`src/rtl/rat_intr_ctrl.sv`:
```
// Multi-channel interrupt controller for the RAT MCU: per-channel sync + debounce,
// rising-edge pending latch, CPU mask, priority arbitration and INTA/holdoff handshake.
module rat_intr_ctrl #(
  parameter int unsigned NUM_CH     = 4,
  parameter int unsigned DEB_CYCLES = 4,
  parameter int unsigned HOLDOFF    = 2,
  parameter logic [7:0]  MASK_PORT  = 8'h20,
  parameter logic [7:0]  STAT_PORT  = 8'h21,
  parameter logic [7:0]  CLR_PORT   = 8'h22,
  parameter logic [7:0]  ID_PORT    = 8'h23
) (
  input  logic              CLK,
  input  logic              RST,
  input  logic [NUM_CH-1:0] BTN,
  input  logic              IO_STRB,
  input  logic [7:0]        PORT_ID,
  input  logic [7:0]        DATA_IN,
  output logic [7:0]        DATA_OUT,
  output logic              INTR,
  input  logic              INTA
);

  localparam int unsigned DW = $clog2(DEB_CYCLES + 1);
  localparam int unsigned HW = $clog2(HOLDOFF + 1);

  typedef enum logic [1:0] {
    S_IDLE,
    S_ASSERT,
    S_HOLDOFF
  } state_t;

  state_t state, state_n;

  logic [NUM_CH-1:0] sync1, sync2;
  logic [NUM_CH-1:0] deb, deb_q;
  logic [DW-1:0]     cnt [NUM_CH];
  logic [NUM_CH-1:0] rise;

  logic [NUM_CH-1:0] pending, mask, active;
  logic [NUM_CH-1:0] clr_vec, ack_clr, cur_bit;
  logic              mask_wr, clr_wr;

  logic [2:0]        cur_id, cur_id_n, lowest;
  logic              found;
  logic [HW-1:0]     hcnt, hcnt_n;

  logic              data_in_unused;
  assign data_in_unused = ^DATA_IN;

  // Synchroniser and debounce: deb only follows sync2 after DEB_CYCLES disagreeing edges
  always_ff @(posedge CLK) begin
    if (RST) begin
      sync1 <= '0;
      sync2 <= '0;
      deb   <= '0;
      deb_q <= '0;
      for (int unsigned i = 0; i < NUM_CH; i++) begin
        cnt[i] <= '0;
      end
    end else begin
      sync1 <= BTN;
      sync2 <= sync1;
      deb_q <= deb;
      for (int unsigned i = 0; i < NUM_CH; i++) begin
        if (sync2[i] != deb[i]) begin
          if (cnt[i] == DW'(DEB_CYCLES - 1)) begin
            deb[i] <= ~deb[i];
            cnt[i] <= '0;
          end else begin
            cnt[i] <= cnt[i] + 1'b1;
          end
        end else begin
          cnt[i] <= '0;
        end
      end
    end
  end

  assign rise    = deb & ~deb_q;
  assign mask_wr = IO_STRB && (PORT_ID == MASK_PORT);
  assign clr_wr  = IO_STRB && (PORT_ID == CLR_PORT);
  assign clr_vec = clr_wr ? DATA_IN[NUM_CH-1:0] : '0;
  assign active  = pending & mask;

  // New edges are OR'd in after clears so a coincident set always wins
  always_ff @(posedge CLK) begin
    if (RST) begin
      pending <= '0;
      mask    <= '0;
    end else begin
      if (mask_wr) begin
        mask <= DATA_IN[NUM_CH-1:0];
      end
      pending <= (pending & ~clr_vec & ~ack_clr) | rise;
    end
  end

  always_comb begin
    lowest = '0;
    found  = 1'b0;
    for (int unsigned i = 0; i < NUM_CH; i++) begin
      if (active[i] && !found) begin
        lowest = 3'(i);
        found  = 1'b1;
      end
    end
  end

  always_comb begin
    cur_bit = '0;
    for (int unsigned i = 0; i < NUM_CH; i++) begin
      cur_bit[i] = (cur_id == 3'(i));
    end
  end

  always_ff @(posedge CLK) begin
    if (RST) begin
      state  <= S_IDLE;
      cur_id <= '0;
      hcnt   <= '0;
    end else begin
      state  <= state_n;
      cur_id <= cur_id_n;
      hcnt   <= hcnt_n;
    end
  end

  always_comb begin
    state_n  = state;
    cur_id_n = cur_id;
    hcnt_n   = hcnt;
    ack_clr  = '0;
    case (state)
      S_IDLE: begin
        if (active != '0) begin
          cur_id_n = lowest;
          state_n  = S_ASSERT;
        end
      end
      S_ASSERT: begin
        if (INTA) begin
          ack_clr = cur_bit;
          hcnt_n  = '0;
          state_n = S_HOLDOFF;
        end else if ((active & cur_bit) == '0) begin
          state_n = S_IDLE;
        end
      end
      S_HOLDOFF: begin
        if (hcnt == HW'(HOLDOFF - 1)) begin
          state_n = S_IDLE;
        end else begin
          hcnt_n = hcnt + 1'b1;
        end
      end
      default: state_n = S_IDLE;
    endcase
  end

  assign INTR = (state == S_ASSERT);

  always_comb begin
    DATA_OUT = '0;
    if (PORT_ID == MASK_PORT) begin
      DATA_OUT[NUM_CH-1:0] = mask;
    end else if (PORT_ID == STAT_PORT) begin
      DATA_OUT[NUM_CH-1:0] = pending;
    end else if (PORT_ID == ID_PORT) begin
      DATA_OUT = {INTR, 4'b0000, cur_id};
    end
  end

endmodule

```
`config.mk`:
```
export PLATFORM = sky130hd
export DESIGN_NAME = rat_intr_ctrl
export DESIGN_NICKNAME = d
export VERILOG_FILES = /design/src/rtl/rat_intr_ctrl.sv
export SDC_FILE = /design/constraint.sdc
export NUM_CORES = 1
export LEC_CHECK = 0
export ABC_CLOCK_PERIOD_IN_PS = 3300
export CAP_MARGIN = 15
export CORE_MARGIN = 2
export CORE_UTILIZATION = 45
export CTS_CLUSTER_SIZE = 8
export DETAILED_ROUTE_END_ITERATION = 8
export PLACE_DENSITY_LB_ADDON = 0.25
export SETUP_SLACK_MARGIN = 0.05
export SLEW_MARGIN = 20
export SYNTH_ARGS = -nofsm -noshare
export SYNTH_HDL_FRONTEND = slang
export SYNTH_SLANG_ARGS = --single-unit
```
`constraint.sdc`:
```
create_clock -name CLK -period 3.3 [get_ports CLK]
set_input_delay 0.99 -clock CLK [delete_from_list [all_inputs] [get_ports CLK]]
set_output_delay 0.99 -clock CLK [all_outputs]
set_load 0.005 [all_outputs]
```
==> results of run 1 <==
[kinds of logic (layout without fill, tap and decap cells)]
group | after synthesis | in the layout | synth area share (%)
compound gates | 19 | 19 | 6.81
xor+xnor | 4 | 4 | 1.77
fa+ha+maj | 12 | 12 | 7.57
buf+inv | 23 | 56 | 5.48
flops | 42 | 42 | 48.4
mux | 14 | 14 | 7.69
other cells | 2 | 15 | 0.378
simple gates | 81 | 81 | 21.9
[cells in the final DEF, fill, tap and decap left out, types with 2 or more instances in the layout]
| cell type | synthesis | routed |
|---|---|---|
| inv_1 | 15 | 15 |
| ha_1 | 12 | 12 |
| mux2i_1 | 13 | 13 |
| buf_2 | 1 | 5 |
| nor4_4 | 2 | 2 |
| nand3_1 | 2 | 2 |
| clkdlybuf4s50_1 | 0 | 14 |
| conb_1 | 2 | 15 |
| buf_4 | 3 | 8 |
| xnor2_1 | 4 | 4 |
| a31oi_1 | 2 | 2 |
| nor2b_1 | 16 | 16 |
| o21ai_0 | 3 | 3 |
| nand2b_1 | 2 | 2 |
| clkbuf_8 | 1 | 5 |
| clkbuf_2 | 0 | 2 |
| or2_4 | 0 | 2 |
| or3b_2 | 2 | 2 |
| a32o_1 | 2 | 2 |
| dfxtp_1 | 30 | 30 |
| or3_1 | 4 | 4 |
| nand2_1 | 16 | 16 |
| a21oi_1 | 5 | 5 |
| nor2_1 | 29 | 29 |
| edfxtp_1 | 12 | 12 |
| dlymetal6s2s_1 | 0 | 2 |
| a41o_1 | 3 | 3 |
[worst register-to-register path: cells and delay by family (launching register included)]
family	cells	cell delay [ps]
AOI/OAI and AO/OA	1	330
muxes	2	770
DFF	1	470
[Yosys cell counts (3+ instances only)]
master     n
or3_1      4
clkbuf_1   3
dfxtp_1   30
buf_4      3
edfxtp_1  12
xnor2_1    4
a41o_1     3
mux2i_1   13
a21oi_1    5
nor2_1    29
nor2b_1   16
inv_1     15
o21ai_0    3
nand2_1   16
ha_1      12
[per-layer routing]
layer / share of wire [%] / GRT usage [%]
met1: 44 / 17.8
met2: 47 / 24.3
met3: 7.8 / 5.05
met4: 0.39 / 4.91
met5: 0 / 0
[registers in the layout, indices dropped and copies added, names as in the netlist]
register and flops:
sync2 4, sync1 4, pending 4, cnt 12, hcnt 2, mask 4
cur_id 2, deb 4, state 2, deb_q 4
[path summary, 6_finish.rpt]
path / endpoint / slack (ps) / depth (start not counted)
min: sync2[0] / 440 / 1
max reg2reg: state[0] / 1660 / 3
max: DATA_OUT[3] / 120 / 5
min reg2reg: sync2[0] / 440 / 1
[what timing repair did]
action,CTS,global route
setup endpoints to repair,5,5
pin swaps,7,4
gates resized for setup,28,8
endpoints found under the hold margin,0,0
buffers inserted,0,1
cloned,0,0
[report_power, final]
group / internal, mW / total, mW / switching, mW
Combinational: 0.0379 / 0.0695 / 0.0316
Sequential: 0.542 / 0.547 / 0.00522
Clock: 0.145 / 0.309 / 0.164
Total: 0.725 / 0.926 / 0.200
[area by class of cell]
| type | count | area [um^2] | share of cell area [%] |
|---|---|---|---|
| repair buffers | 33 | 279 | 11.5 |
| inverters | 15 | 56.3 | 2.32 |
| clock inverters | 2 | 8.76 | 0.361 |
| clock buffers | 6 | 72.6 | 2.99 |
| flip-flops and latches | 42 | 961 | 39.6 |
| multi-input cells | 145 | 985 | 40.6 |
| well taps | 52 | 65.1 | 2.68 |
[metrics by stage]
stage / hold WS (ps) / instance area [um^2]
2_1_floorplan: 414 / 2030
3_3_place_gp: 416 / 2350
3_5_place_dp: 420 / 2350
4_1_cts: 439 / 2410
5_1_grt: 473 / 2430
6_report: 438 / 2430
==> results.yml, run 1 <==
timing:
  final.setup_skew_ps: 4.86
  setup_tns_ps: 0
  slew_viol_final: 0
  period_needed_ps: 3180
  setup_viol: 0
  rsz0062_at_grt: "no"
  hold_viol_final: 0
  max_freq_ghz: 0.315
  final.setup.worst_slack_ps: 123
  post-route-period-util_pct: 96.3
synthesis:
  netlist.area_leader.share_pct: 30.3
  async_reset_ff_share_pct: 0
  synth_area_leaders: "dfxtp_1 30%, edfxtp_1 18%, ha_1 7.6%"
  synthFlopType: "dfxtp_1"
  netlist_area_um2: 1980
  yosysTopAreaCell: "dfxtp_1"
  synth-edff-count: 12
  synthCells: 197
  synth-seq-cells: 42
  synth_cell_types: 36
  synth-seq-area-share_pct: 48.4
  yosysWarnings: 0
  syn_avg_cell_area_um2: 10.1
global_route:
  grt_antenna_before_repair: 0
  gr-total-overflow: 0
  grt_pass1_vias: 1341
  track_usage_pct: 14.7
  grt_pass1_wl_um: 5780
  grt_max_degree: 14
routing:
  routedWlPerCell_um: 11.2
  routed_via_density: 4.78
  ant_nets: 0
  drtPass1Iterations: 4
  routed_wl_um: 3310
  drtIter0Drc: 92
  drc: 0
  via_count: 1409
floorplanning:
  start_util_pct: 46.2
  die-area_um2: 4960
  die_h_um: 70.4
  rows: 24
  dieWidth_um: 70.4
  core_um2: 4290
  io-pin-count: 33
power_and_ir_drop:
  ir_drop_v: 0.000241
  power_leakage_nw: 1.04
  power_mw: 0.926
  powerDensity_nw_per_um2: 381
clock_tree:
  cts_hold_buf: 0
  cts.sinks: 42
  clk_latency_ps: 290
  clk_pin_slew_worst_paths_ps: 80
  tritoncts: "done"
  clockRootBuffer: "clkbuf_8"
  clock_path_buffers: 2
  numCtsBuffers: 5
  cts_max_level: 2
worst_setup_path:
  r2r_start: "cur_id[1]"
  crit_path_start_kind: "input pin"
  critPathMaxFanout: 5
  crit_type: "input pin to primary output"
  crit_start: "PORT_ID[6]"
  path_delay_family: "simple AND/OR/NAND/NOR gates"
  path_cells: "clkdlybuf4s50_1 > or2_4 > or2_4 > nor3_4 > buf_2"
  crit_required_ps: 2310
  cp_slowest_cell: "clkdlybuf4s50_1"
  crit_buf_inv: 2
  critPathMaxStageDelay_ps: 390
  cp-end-kind: "primary output"
  arrival_ps: 2190
  crit_path_frequent_cell: "or2_4"
finish:
  antenna_cells: 0
  nets: 278
  area_growth_pct: 22.3
  fillers: 387
  drive_gt1_share_pct: 12.8
  final_util_pct: 56.5
  stdcell_count: 295
place:
  dp_hpwl_um: 2580
  port_buffers: 25
  placed_cells: 286
  gp_congestion: 0.826
  pre_cts_ws_ps: -603
run:
  drv_cap: 0
hold_path:
  min-delay-start: "sync1[0]"
  hold_path_class: "flip-flop to flip-flop"
run_status:
  outcome: "finished clean"
Note: power is estimated with default switching activity, not from simulation.
==> inputs of run 2 (changes only) <==
Settings changed: CORE_MARGIN 2 to not set, SETUP_SLACK_MARGIN 0.05 to 0.2.
==> results.yml, run 2 (synthesis results as in run 1) <==
timing:
  setup_viol: 0
  post-route-period-util_pct: 94.4
  hold_viol_final: 0
  slew_viol_final: 0
  final.setup_skew_ps: 2.73
  period_needed_ps: 3110
  max_freq_ghz: 0.321
  rsz0062_at_grt: "yes"
  hold_slack_ps: 443
clock_tree:
  cts_max_level: 2
  cts.sinks: 42
  numCtsBuffers: 5
  cts_hold_buf: 0
  clk_latency_ps: 280
  tritoncts: "done"
  clk_pin_slew_worst_paths_ps: 70
  clockRootBuffer: "clkbuf_8"
  clock_path_buffers: 2
finish:
  final_cell_mix: "30 x dfxtp_1, 28 x nor2_1, 16 x nand2_1, 16 x nor2b_1"
  area_growth_pct: 22.6
  regMostFlops: "cnt"
  antenna_cells: 0
  nets: 277
  final_common_cell: "dfxtp_1"
  drive_gt1_share_pct: 13.6
  largest_register_ffs: 12
worst_setup_path:
  crit_path_start_kind: "input pin"
  r2r_start: "state[1]"
  reg2reg_slack_ps: 1680
  crit_buf_inv: 2
  r2r_end: "hcnt[0]"
  crit_type: "input pin to primary output"
  path_delay_family: "simple AND/OR/NAND/NOR gates"
  critPathMaxFanout: 5
  critPathMaxStageDelay_ps: 530
  r2r_cells: 6
  cp-end-kind: "primary output"
  cp_slowest_cell: "or4b_4"
  crit_required_ps: 2310
  path_cells: "buf_6 > or4b_4 > or2_4 > nor3_2 > buf_2"
  arrival_ps: 2120
routing:
  via_count: 1406
  drtIter0Drc: 58
  drtPass1Iterations: 4
  ant_nets: 0
  drc: 0
  routedWlPerCell_um: 11.0
  routed_wl_um: 3220
  routed_via_density: 4.82
floorplanning:
  die_h_um: 68.4
  dieWidth_um: 68.4
  io-pin-count: 33
  die-area_um2: 4680
  rows: 23
  start_util_pct: 48.2
  core_um2: 4120
global_route:
  grt_pass1_wl_um: 5190
  track_usage_pct: 15.3
  grt_pass1_vias: 1218
  gr-total-overflow: 0
  grt_max_degree: 21
  grt_antenna_before_repair: 0
place:
  gp_congestion: 0.816
  dp_hpwl_um: 2480
  port_buffers: 25
hold_path:
  min-delay-start: "sync1[2]"
  hold_path_class: "flip-flop to flip-flop"
  whs_endpoint: "sync2[2]"
  hold_depth: 1
run_status:
  outcome: "finished clean"
power_and_ir_drop:
  ir_drop_v: 0.000337
  powerDensity_nw_per_um2: 388
  power_leakage_nw: 1.03
  power_mw: 0.945
run:
  drv_cap: 0
## run 2: how the worst max path moves through the flow
stage	startpoint	slack (ps)	end	cells past startpoint
after floorplan	PORT_ID[3]	270	DATA_OUT[2]	3
after global placement	PORT_ID[3]	-580	DATA_OUT[3]	5
after detailed placement	PORT_ID[3]	-620	DATA_OUT[2]	5
after CTS	PORT_ID[4]	180	DATA_OUT[3]	5
after global routing	PORT_ID[4]	130	DATA_OUT[3]	5
final	PORT_ID[4]	190	DATA_OUT[3]	5
## run 2: stage by stage
step | utilization (%) | instances | setup slack, ps | area, um^2 | TNS, ps
5_1_grt | 59.1 | 292 | 127 | 2430 | 0
6_report | 59.1 | 292 | 186 | 2430 | 0
2_1_floorplan | - | 210 | 268 | 2030 | 0
3_3_place_gp | 57.1 | 283 | -584 | 2350 | -2660
4_1_cts | 58.8 | 291 | 181 | 2420 | 0
3_5_place_dp | 57.1 | 283 | -619 | 2350 | -2790
## run 2: layout make-up
class | instances | area [um^2]
clock buffers | 7 | 86.3
fillers | 382 | 1680
repair buffers | 32 | 282
well taps | 50 | 62.6
flip-flops and latches | 42 | 961
multi-input cells | 145 | 981
clock inverters | 1 | 5.00
inverters | 15 | 56.3
## run 2: repair_timing
action | CTS | global route
buffers inserted | 0 | 1
gates resized for setup | 38 | 2
pin swaps | 7 | 1
setup endpoints to repair | 5 | 5
## run 2: power breakdown
| part | internal, mW | switching (mW) | leakage (nW) | total [mW] |
|---|---|---|---|---|
| registers | 0.542 | 0.00513 | 0.367 | 0.547 |
| clock network | 0.169 | 0.159 | 0.0482 | 0.328 |
| logic | 0.0383 | 0.0311 | 0.612 | 0.0693 |
| total | 0.749 | 0.195 | 1.03 | 0.945 |
## run 2: layer usage
layer	GRT usage, %	wire length, um	vias up
li1	-	-	739
met1	17.9	1500	636
met2	26.2	1500	29
met3	5.33	198	2
met4	4.69	22	0
met5	0	0	-
==> inputs of run 3 (changes only) <==
Settings changed: ABC_CLOCK_PERIOD_IN_PS 3300 to not set.
==> results of run 3 <==
The final DEF is identical to that of run 2; final timing and power are the same.
